$ cat src/rtl/uart_cfg_frame_ctrl_pkg.sv
// -----------------------------------------------------------------------------
// uart_cfg_pkg
// Shared definitions for the config-UART frame controller.
//   state_t            FSM state encoding
//   SYNC_BYTE_DEFAULT  default frame start marker
//   chk_ok()           checksum test: (sum + rx_byte) mod 256 == 0
// -----------------------------------------------------------------------------
package uart_cfg_pkg;

    typedef enum logic [2:0] {
        S_IDLE  = 3'd0,
        S_ADDR  = 3'd1,
        S_DATA  = 3'd2,
        S_CHK   = 3'd3,
        S_ISSUE = 3'd4
    } state_t;

    localparam logic [7:0] SYNC_BYTE_DEFAULT = 8'hA5;

    // A frame is good when the running sum plus the CHK byte wraps to zero.
    function automatic logic chk_ok(input logic [7:0] sum, input logic [7:0] rx_byte);
        logic [7:0] total;
        total = sum + rx_byte;
        return (total == 8'h00);
    endfunction

endpackage

$ cat src/rtl/uart_cfg_frame_ctrl_if.sv
// -----------------------------------------------------------------------------
// uart_cfg_wr_if
// Register-write request bus between the frame controller and the config
// register file. Valid/ready handshake; addr and data are qualified by valid.
//   wr_valid  write request pending            (master -> slave)
//   wr_ready  register file accepts the write  (slave  -> master)
//   wr_addr   write address, ADDR_W bits       (master -> slave)
//   wr_data   write data, 8*DATA_BYTES bits    (master -> slave)
// -----------------------------------------------------------------------------
interface uart_cfg_wr_if #(
    parameter int ADDR_W     = 8,
    parameter int DATA_BYTES = 4
);
    logic                    wr_valid;
    logic                    wr_ready;
    logic [ADDR_W-1:0]       wr_addr;
    logic [8*DATA_BYTES-1:0] wr_data;

    modport master (output wr_valid, output wr_addr, output wr_data, input  wr_ready);
    modport slave  (input  wr_valid, input  wr_addr, input  wr_data, output wr_ready);
endinterface

$ cat src/rtl/uart_cfg_frame_ctrl_timer.sv
// -----------------------------------------------------------------------------
// uart_cfg_timer
// Inter-byte timeout counter. Counts clocks while enabled and not cleared;
// expire is asserted in the cycle the count sits at TIMEOUT_CLKS-1 with no
// clear, and the counter reloads to zero on that same edge.
//   i_Clock  in   system clock
//   i_Reset  in   synchronous reset, active-high
//   clear    in   reload the count to zero (a byte arrived)
//   enable   in   count while high; held at zero while low
//   expire   out  timeout reached this cycle
// -----------------------------------------------------------------------------
module uart_cfg_timer #(
    parameter int TIMEOUT_CLKS = 100000
) (
    input  logic i_Clock,
    input  logic i_Reset,
    input  logic clear,
    input  logic enable,
    output logic expire
);

    localparam int CNT_W = $clog2(TIMEOUT_CLKS);

    logic [CNT_W-1:0] count_q;

    assign expire = enable && !clear && (count_q == CNT_W'(TIMEOUT_CLKS - 1));

    // NOTE: sequential state uses non-blocking assignments so every register
    // samples pre-edge values, independent of block evaluation order.
    always_ff @(posedge i_Clock) begin
        if (i_Reset) begin
            count_q <= '0;
        end else if (clear || !enable || expire) begin
            count_q <= '0;
        end else begin
            count_q <= count_q + CNT_W'(1);
        end
    end

endmodule

$ cat src/rtl/uart_cfg_frame_ctrl.sv
// -----------------------------------------------------------------------------
// uart_cfg_frame_ctrl
// Turns the config UART byte stream into register-write transactions.
// Frame: SYNC, ADDR, D[0..DATA_BYTES-1] (D[0] = MSB byte), CHK, where
// (ADDR + all D + CHK) mod 256 == 0. Bad checksum, inter-byte timeout and
// bytes dropped while a write is pending are reported as one-cycle pulses.
//   i_Clock        in   system clock
//   i_Reset        in   synchronous reset, active-high
//   i_Rx_DV        in   one-cycle strobe, i_Rx_Byte valid
//   i_Rx_Byte      in   received byte
//   wr             master side of the register-write bus
//   o_Err_Chk      out  pulse: checksum mismatch
//   o_Err_Timeout  out  pulse: inter-byte timeout
//   o_Err_Overrun  out  pulse: byte dropped while write pending
//   o_Busy         out  high whenever the FSM is not idle
// -----------------------------------------------------------------------------
module uart_cfg_frame_ctrl
    import uart_cfg_pkg::*;
#(
    parameter int         ADDR_W       = 8,
    parameter int         DATA_BYTES   = 4,
    parameter int         TIMEOUT_CLKS = 100000,
    parameter logic [7:0] SYNC_BYTE    = SYNC_BYTE_DEFAULT
) (
    input  logic               i_Clock,
    input  logic               i_Reset,
    input  logic               i_Rx_DV,
    input  logic [7:0]         i_Rx_Byte,
    uart_cfg_wr_if.master      wr,
    output logic               o_Err_Chk,
    output logic               o_Err_Timeout,
    output logic               o_Err_Overrun,
    output logic               o_Busy
);

    localparam int DATA_W = 8 * DATA_BYTES;
    localparam int IDX_W  = (DATA_BYTES > 1) ? $clog2(DATA_BYTES) : 1;

    if (DATA_BYTES < 1) begin : g_bad_data_bytes
        $error("uart_cfg_frame_ctrl: DATA_BYTES must be >= 1");
    end
    if (TIMEOUT_CLKS < 2) begin : g_bad_timeout
        $error("uart_cfg_frame_ctrl: TIMEOUT_CLKS must be >= 2");
    end
    if ((ADDR_W < 1) || (ADDR_W > 8)) begin : g_bad_addr_w
        $error("uart_cfg_frame_ctrl: ADDR_W must be in 1..8");
    end

    state_t              state_q, state_d;
    logic [ADDR_W-1:0]   addr_q;
    logic [DATA_W-1:0]   data_q;
    logic [7:0]          sum_q;
    logic [IDX_W-1:0]    idx_q;
    logic                err_chk_q, err_to_q, err_ovr_q;

    // Decoded controls from the next-state logic.
    logic ld_addr;
    logic ld_data;
    logic chk_fail;
    logic timeout;
    logic overrun;

    logic in_frame;
    logic expire;
    logic last_data;

    assign in_frame  = (state_q == S_ADDR) || (state_q == S_DATA) || (state_q == S_CHK);
    assign last_data = (idx_q == IDX_W'(DATA_BYTES - 1));

    // Any received byte restarts the inter-byte window.
    uart_cfg_timer #(
        .TIMEOUT_CLKS (TIMEOUT_CLKS)
    ) u_timer (
        .i_Clock (i_Clock),
        .i_Reset (i_Reset),
        .clear   (i_Rx_DV),
        .enable  (in_frame),
        .expire  (expire)
    );

    always_ff @(posedge i_Clock) begin
        if (i_Reset) begin
            state_q <= S_IDLE;
        end else begin
            state_q <= state_d;
        end
    end

    // NOTE: every variable written here gets a default first, so no path
    // through the case leaves one unassigned and no latch is inferred.
    always_comb begin
        state_d  = state_q;
        ld_addr  = 1'b0;
        ld_data  = 1'b0;
        chk_fail = 1'b0;
        timeout  = 1'b0;
        overrun  = 1'b0;

        unique case (state_q)
            S_IDLE: begin
                if (i_Rx_DV && (i_Rx_Byte == SYNC_BYTE)) begin
                    state_d = S_ADDR;
                end
            end

            // ADDR may equal SYNC_BYTE: no resync once a frame has started.
            S_ADDR: begin
                if (i_Rx_DV) begin
                    ld_addr = 1'b1;
                    state_d = S_DATA;
                end else if (expire) begin
                    timeout = 1'b1;
                    state_d = S_IDLE;
                end
            end

            S_DATA: begin
                if (i_Rx_DV) begin
                    ld_data = 1'b1;
                    if (last_data) begin
                        state_d = S_CHK;
                    end
                end else if (expire) begin
                    timeout = 1'b1;
                    state_d = S_IDLE;
                end
            end

            S_CHK: begin
                if (i_Rx_DV) begin
                    if (chk_ok(sum_q, i_Rx_Byte)) begin
                        state_d = S_ISSUE;
                    end else begin
                        chk_fail = 1'b1;
                        state_d  = S_IDLE;
                    end
                end else if (expire) begin
                    timeout = 1'b1;
                    state_d = S_IDLE;
                end
            end

            // A byte arriving on the handshake cycle is treated as if the
            // FSM were already idle, so a back-to-back SYNC is not lost.
            S_ISSUE: begin
                if (wr.wr_ready) begin
                    state_d = (i_Rx_DV && (i_Rx_Byte == SYNC_BYTE)) ? S_ADDR : S_IDLE;
                end else if (i_Rx_DV) begin
                    overrun = 1'b1;
                end
            end

            default: begin
                state_d = S_IDLE;
            end
        endcase
    end

    // Address, data, checksum and byte index only move while a frame is
    // being received, so they stay stable through S_ISSUE.
    always_ff @(posedge i_Clock) begin
        if (i_Reset) begin
            addr_q <= '0;
            data_q <= '0;
            sum_q  <= '0;
            idx_q  <= '0;
        end else if (ld_addr) begin
            addr_q <= i_Rx_Byte[ADDR_W-1:0];
            sum_q  <= i_Rx_Byte;
            idx_q  <= '0;
        end else if (ld_data) begin
            data_q <= (data_q << 8) | DATA_W'(i_Rx_Byte);
            sum_q  <= sum_q + i_Rx_Byte;
            idx_q  <= last_data ? '0 : idx_q + IDX_W'(1);
        end
    end

    always_ff @(posedge i_Clock) begin
        if (i_Reset) begin
            err_chk_q <= 1'b0;
            err_to_q  <= 1'b0;
            err_ovr_q <= 1'b0;
        end else begin
            err_chk_q <= chk_fail;
            err_to_q  <= timeout;
            err_ovr_q <= overrun;
        end
    end

    assign wr.wr_valid   = (state_q == S_ISSUE);
    assign wr.wr_addr    = addr_q;
    assign wr.wr_data    = data_q;
    assign o_Err_Chk     = err_chk_q;
    assign o_Err_Timeout = err_to_q;
    assign o_Err_Overrun = err_ovr_q;
    assign o_Busy        = (state_q != S_IDLE);

endmodule
$ cat src/flat_wrapper.sv
// flat-port wrapper written by rule: the top's interface ports become plain ports
module uart_cfg_frame_ctrl_flat import uart_cfg_pkg::*;
#(
    parameter int         ADDR_W       = 8,
    parameter int         DATA_BYTES   = 4,
    parameter int         TIMEOUT_CLKS = 100000,
    parameter logic [7:0] SYNC_BYTE    = SYNC_BYTE_DEFAULT
)
  (i_Clock, i_Reset, i_Rx_DV, i_Rx_Byte, o_Err_Chk, o_Err_Timeout, o_Err_Overrun, o_Busy, wr_wr_valid, wr_wr_addr, wr_wr_data, wr_wr_ready);
  uart_cfg_wr_if #(.ADDR_W(ADDR_W), .DATA_BYTES(DATA_BYTES)) wr_i ();
  input  logic i_Clock;
  input  logic i_Reset;
  input  logic i_Rx_DV;
  input  logic [7:0] i_Rx_Byte;
  output logic o_Err_Chk;
  output logic o_Err_Timeout;
  output logic o_Err_Overrun;
  output logic o_Busy;
  output wire logic [$bits(wr_i.wr_valid)-1:0] wr_wr_valid;
  output wire logic [$bits(wr_i.wr_addr)-1:0] wr_wr_addr;
  output wire logic [$bits(wr_i.wr_data)-1:0] wr_wr_data;
  input wire logic [$bits(wr_i.wr_ready)-1:0] wr_wr_ready;
  assign wr_wr_valid = wr_i.wr_valid;
  assign wr_wr_addr = wr_i.wr_addr;
  assign wr_wr_data = wr_i.wr_data;
  assign wr_i.wr_ready = wr_wr_ready;
  uart_cfg_frame_ctrl #(.ADDR_W(ADDR_W), .DATA_BYTES(DATA_BYTES), .TIMEOUT_CLKS(TIMEOUT_CLKS), .SYNC_BYTE(SYNC_BYTE)) u_core (.i_Clock(i_Clock), .i_Reset(i_Reset), .i_Rx_DV(i_Rx_DV), .i_Rx_Byte(i_Rx_Byte), .wr(wr_i), .o_Err_Chk(o_Err_Chk), .o_Err_Timeout(o_Err_Timeout), .o_Err_Overrun(o_Err_Overrun), .o_Busy(o_Busy));
endmodule
$ cat config.mk
export PLATFORM = sky130hd
export DESIGN_NAME = uart_cfg_frame_ctrl_flat
export DESIGN_NICKNAME = d
export VERILOG_FILES = /design/src/rtl/uart_cfg_frame_ctrl_pkg.sv /design/src/rtl/uart_cfg_frame_ctrl_if.sv /design/src/rtl/uart_cfg_frame_ctrl_timer.sv /design/src/rtl/uart_cfg_frame_ctrl.sv /design/src/flat_wrapper.sv
export SDC_FILE = /design/constraint.sdc
export NUM_CORES = 1
export LEC_CHECK = 0
export ABC_AREA = 1
export BUFFER_PORTS_ARGS = -buffer_cell sky130_fd_sc_hd__buf_4
export CAP_MARGIN = 20
export CORE_MARGIN = 1.5
export CORE_UTILIZATION = 35
export DETAILED_ROUTE_END_ITERATION = 10
export PLACE_DENSITY = 0.59
export SETUP_SLACK_MARGIN = 0.2
export SYNTH_ARGS = -nofsm -noshare
export SYNTH_HDL_FRONTEND = slang
export SYNTH_SLANG_ARGS = --single-unit
$ cat constraint.sdc
create_clock -name i_Clock -period 2.1 [get_ports i_Clock]
set_input_delay 0.21 -clock i_Clock [delete_from_list [all_inputs] [get_ports i_Clock]]
set_output_delay 0.21 -clock i_Clock [all_outputs]
set_load 0.1 [all_outputs]
==> impl_metrics.tcl <==
set metrics [dict create \
    dp_hpwl_mm 5.77 \
    design_area_um2 4130 \
    num_rows 35 \
    crit_slowest_cell "fa_2" \
    slowest_delay_ps 460 \
    path_max_fanout 2 \
    die_area_um2 10300 \
    vias 3076 \
    drive_above_1_share_pct 20.1 \
    worstSetupStartpointType "flip-flop" \
    slew_violations 0 \
    crit_path_cell_trace "ha_4 -> fa_2 -> or2_4 -> nor2_1 -> nand3_1 -> nor2_2 -> nand4_1 -> a21oi_1" \
    timing.final.ws_setup_ps 285 \
    drt_iter0_markers 102 \
    hp-class "input port to flip-flop" \
    die_h_um 101 \
    hold_viol 0 \
    grt_pass1_vias 2909 \
    yosysUniqueCellTypes 41 \
    ant_nets 0 \
    io_buffers 56 \
    setup_tns_ps 0 \
    power.density_nw_per_um2 608 \
    seq_area_frac_synth_pct 43.3 \
    crit_required_ps 2370 \
    setup_viol 0 \
    cts_sinks 73 \
    clkTransAtPathRegs_ps 90 \
    cts_buffers 9 \
    min_period_ps 1820 \
    routed_wl_mm 7.95 \
    slew-limit-headroom_pct 64.4 \
    synth_area_um2 3380 \
    grt_util_all_layers_pct 16.5 \
    synthesis.instances 459 \
    outcome "finished clean" \
    core_region_area_um2 9280 \
    cp-end-kind "flip-flop" \
    grt_pass1_wl_mm 13.3 \
    rsz0062_at_grt "yes" \
    syn_area_per_cell_um2 7.36 \
    clock_skew_ps 14.1 \
    rrSetupSlack_ps 280 \
    path_buf_inv 0 \
    synth.ff_latch_count 73 \
    clk_path_buf_depth 2 \
    die_w_um 101 \
    cp.arrival_ps 2090 \
    grt_start_max_net_pins 37 \
    diodes 0 \
    finalCritPeriodShare_pct 86.4 \
    post-route-drc-count 0 \
    antenna_found_initial 0 \
    ir_drop_v 0.000223 \
    clkLatencyLatePin_ps 340 \
    io_pins 57 \
    cts_tree "built" \
    postSynthNetCount 481 \
    max_freq_ghz 0.551 \
    htree_levels 3 \
    worst_pin_slew_ps 529 \
    max_cap_violations 0 \
    synth_edf_count 0 \
    root_buffer "clkbuf_8" \
    dp_slack_ps 156 \
    globalplace.congestion 0.848 \
    initial_utilization_pct 36.4 \
    drt_pass1_iterations 6 \
    via_per_inst 4.73 \
    dpl_cell_area_um2 3920 \
    synth_ff_type "dfxtp_1" \
    grt_overflow 0 \
    area_delta_synth_final_pct 22.1 \
    ys_warn_count 0 \
    p_leak_nw 1.78 \
    layout.nets 539 \
    synthArstFlopShare_pct 0 \
    post_drt_wl_per_cell_um 12.2 \
    hold_buffers 0 \
    crit_type "flip-flop to flip-flop" \
    crit_family "simple AND/OR/NAND/NOR gates" \
]
==> stage by stage <==
stage	hold slack, ps	utilization, %	cells	power (mW)
after floorplan	358	-	459	1.50
after global placement	434	42.2	633	1.55
after detailed placement	443	42.2	633	1.55
after CTS	141	44.4	651	2.54
after global routing	162	44.4	651	2.61
final	160	44.4	651	2.51
==> report_power, final <==
| group | switching [mW] | total, mW | internal, mW |
|---|---|---|---|
| Combinational | 0.0864 | 0.131 | 0.0443 |
| Sequential | 0.00186 | 1.39 | 1.39 |
| Clock | 0.556 | 0.989 | 0.434 |
==> per-layer routing <==
metal	part of all wire [%]	track usage, %	wire length (um)
met5	0	0	0
met2	43	25.1	3390
met3	4.7	3.93	370
met1	50	22.3	3980
met4	2.6	7.26	209
==> layout make-up <==
class / instances / area, um^2
Fill cell: 1011 / 5160
Multi-Input combinational cell: 321 / 1680
Sequential cell: 73 / 1460
Timing Repair Buffer: 62 / 465
Inverter: 50 / 188
Tap cell: 129 / 161
Clock buffer: 10 / 128
Clock inverter: 6 / 43.8
==> state kept, by name, summed over array words and instances (netlist names) <==
register	flops
u_core.u_timer.count_q	17
u_core.wr.wr_addr	8
u_core.o_Err_Timeout	1
u_core.o_Err_Chk	1
u_core.wr.wr_data	32
u_core.idx_q	2
u_core.sum_q	8
u_core.o_Err_Overrun	1
u_core.state_q	3
==> final timing paths <==
| kind | startpoint | endpoint | cells after the start |
|---|---|---|---|
| worst max register to register | u_core.sum_q[0] | u_core.state_q[2] | 8 |
| worst max-delay path | u_core.sum_q[0] | u_core.state_q[2] | 8 |
| worst min register to register | u_core.wr.wr_addr[1] | u_core.wr.wr_addr[1] | 2 |
| worst min-delay path | i_Rx_Byte[3] | u_core.wr.wr_data[3] | 3 |
==> cell families after synthesis <==
| group | share of synthesized area (%) |
|---|---|
| DFF | 43.3 |
| buffers and inverters | 7.85 |
| adders and majority gates | 3.93 |
| and+or+nand+nor | 32.0 |
| xor gates and xnor gates | 1.30 |
| AOI/OAI and AO/OA | 11.7 |
==> worst register-to-register path, delay by kind of cell, from the launching register on <==
family	cells	cell delay (ps)
DFF	1	350
AOI/OAI and AO/OA	1	130
and+or+nand+nor	5	640
adders and majority gates	2	620
==> what timing repair did <==
| item | CTS | global route |
|---|---|---|
| setup endpoints to repair | 1 | 4 |
| setup buffers | 2 | 0 |
| resized for setup | 4 | 3 |
| pin swaps | 6 | 2 |
| gates cloned | 0 | 0 |
==> synthesized netlist by cell type (3+ instances only) <==
cell type	number	area (um^2)
xor2_1	3	26.3
a21oi_1	26	130
nor2_1	88	330
nand4_1	8	50.1
inv_2	5	18.8
o21ai_1	3	15.0
nand2_1	80	300
nor3_1	8	40.0
a31oi_1	7	43.8
o21ai_0	35	175
ha_1	9	113
dfxtp_1	73	1460
inv_1	44	165
nand3_1	22	110
buf_2	5	25.0
clkbuf_1	7	26.3
nor4_1	3	18.8
==> cells in the final DEF, fill, tap and decap left out, types with 3 or more instances in the layout <==
master,netlist,final
nand4_1,8,8
nor2_2,2,4
nand3_1,22,22
nor4_1,3,3
dfxtp_1,73,72
inv_2,5,5
nand2_2,2,3
nor3_1,8,8
ha_1,9,8
o21ai_0,35,35
buf_4,2,62
a21oi_1,26,26
inv_1,44,44
a31oi_1,7,7
xor2_1,3,3
o21ai_1,3,3
nor2_1,88,86
nand2_1,80,79
clkbuf_8,0,9
Power figures use the tool's default switching activity.
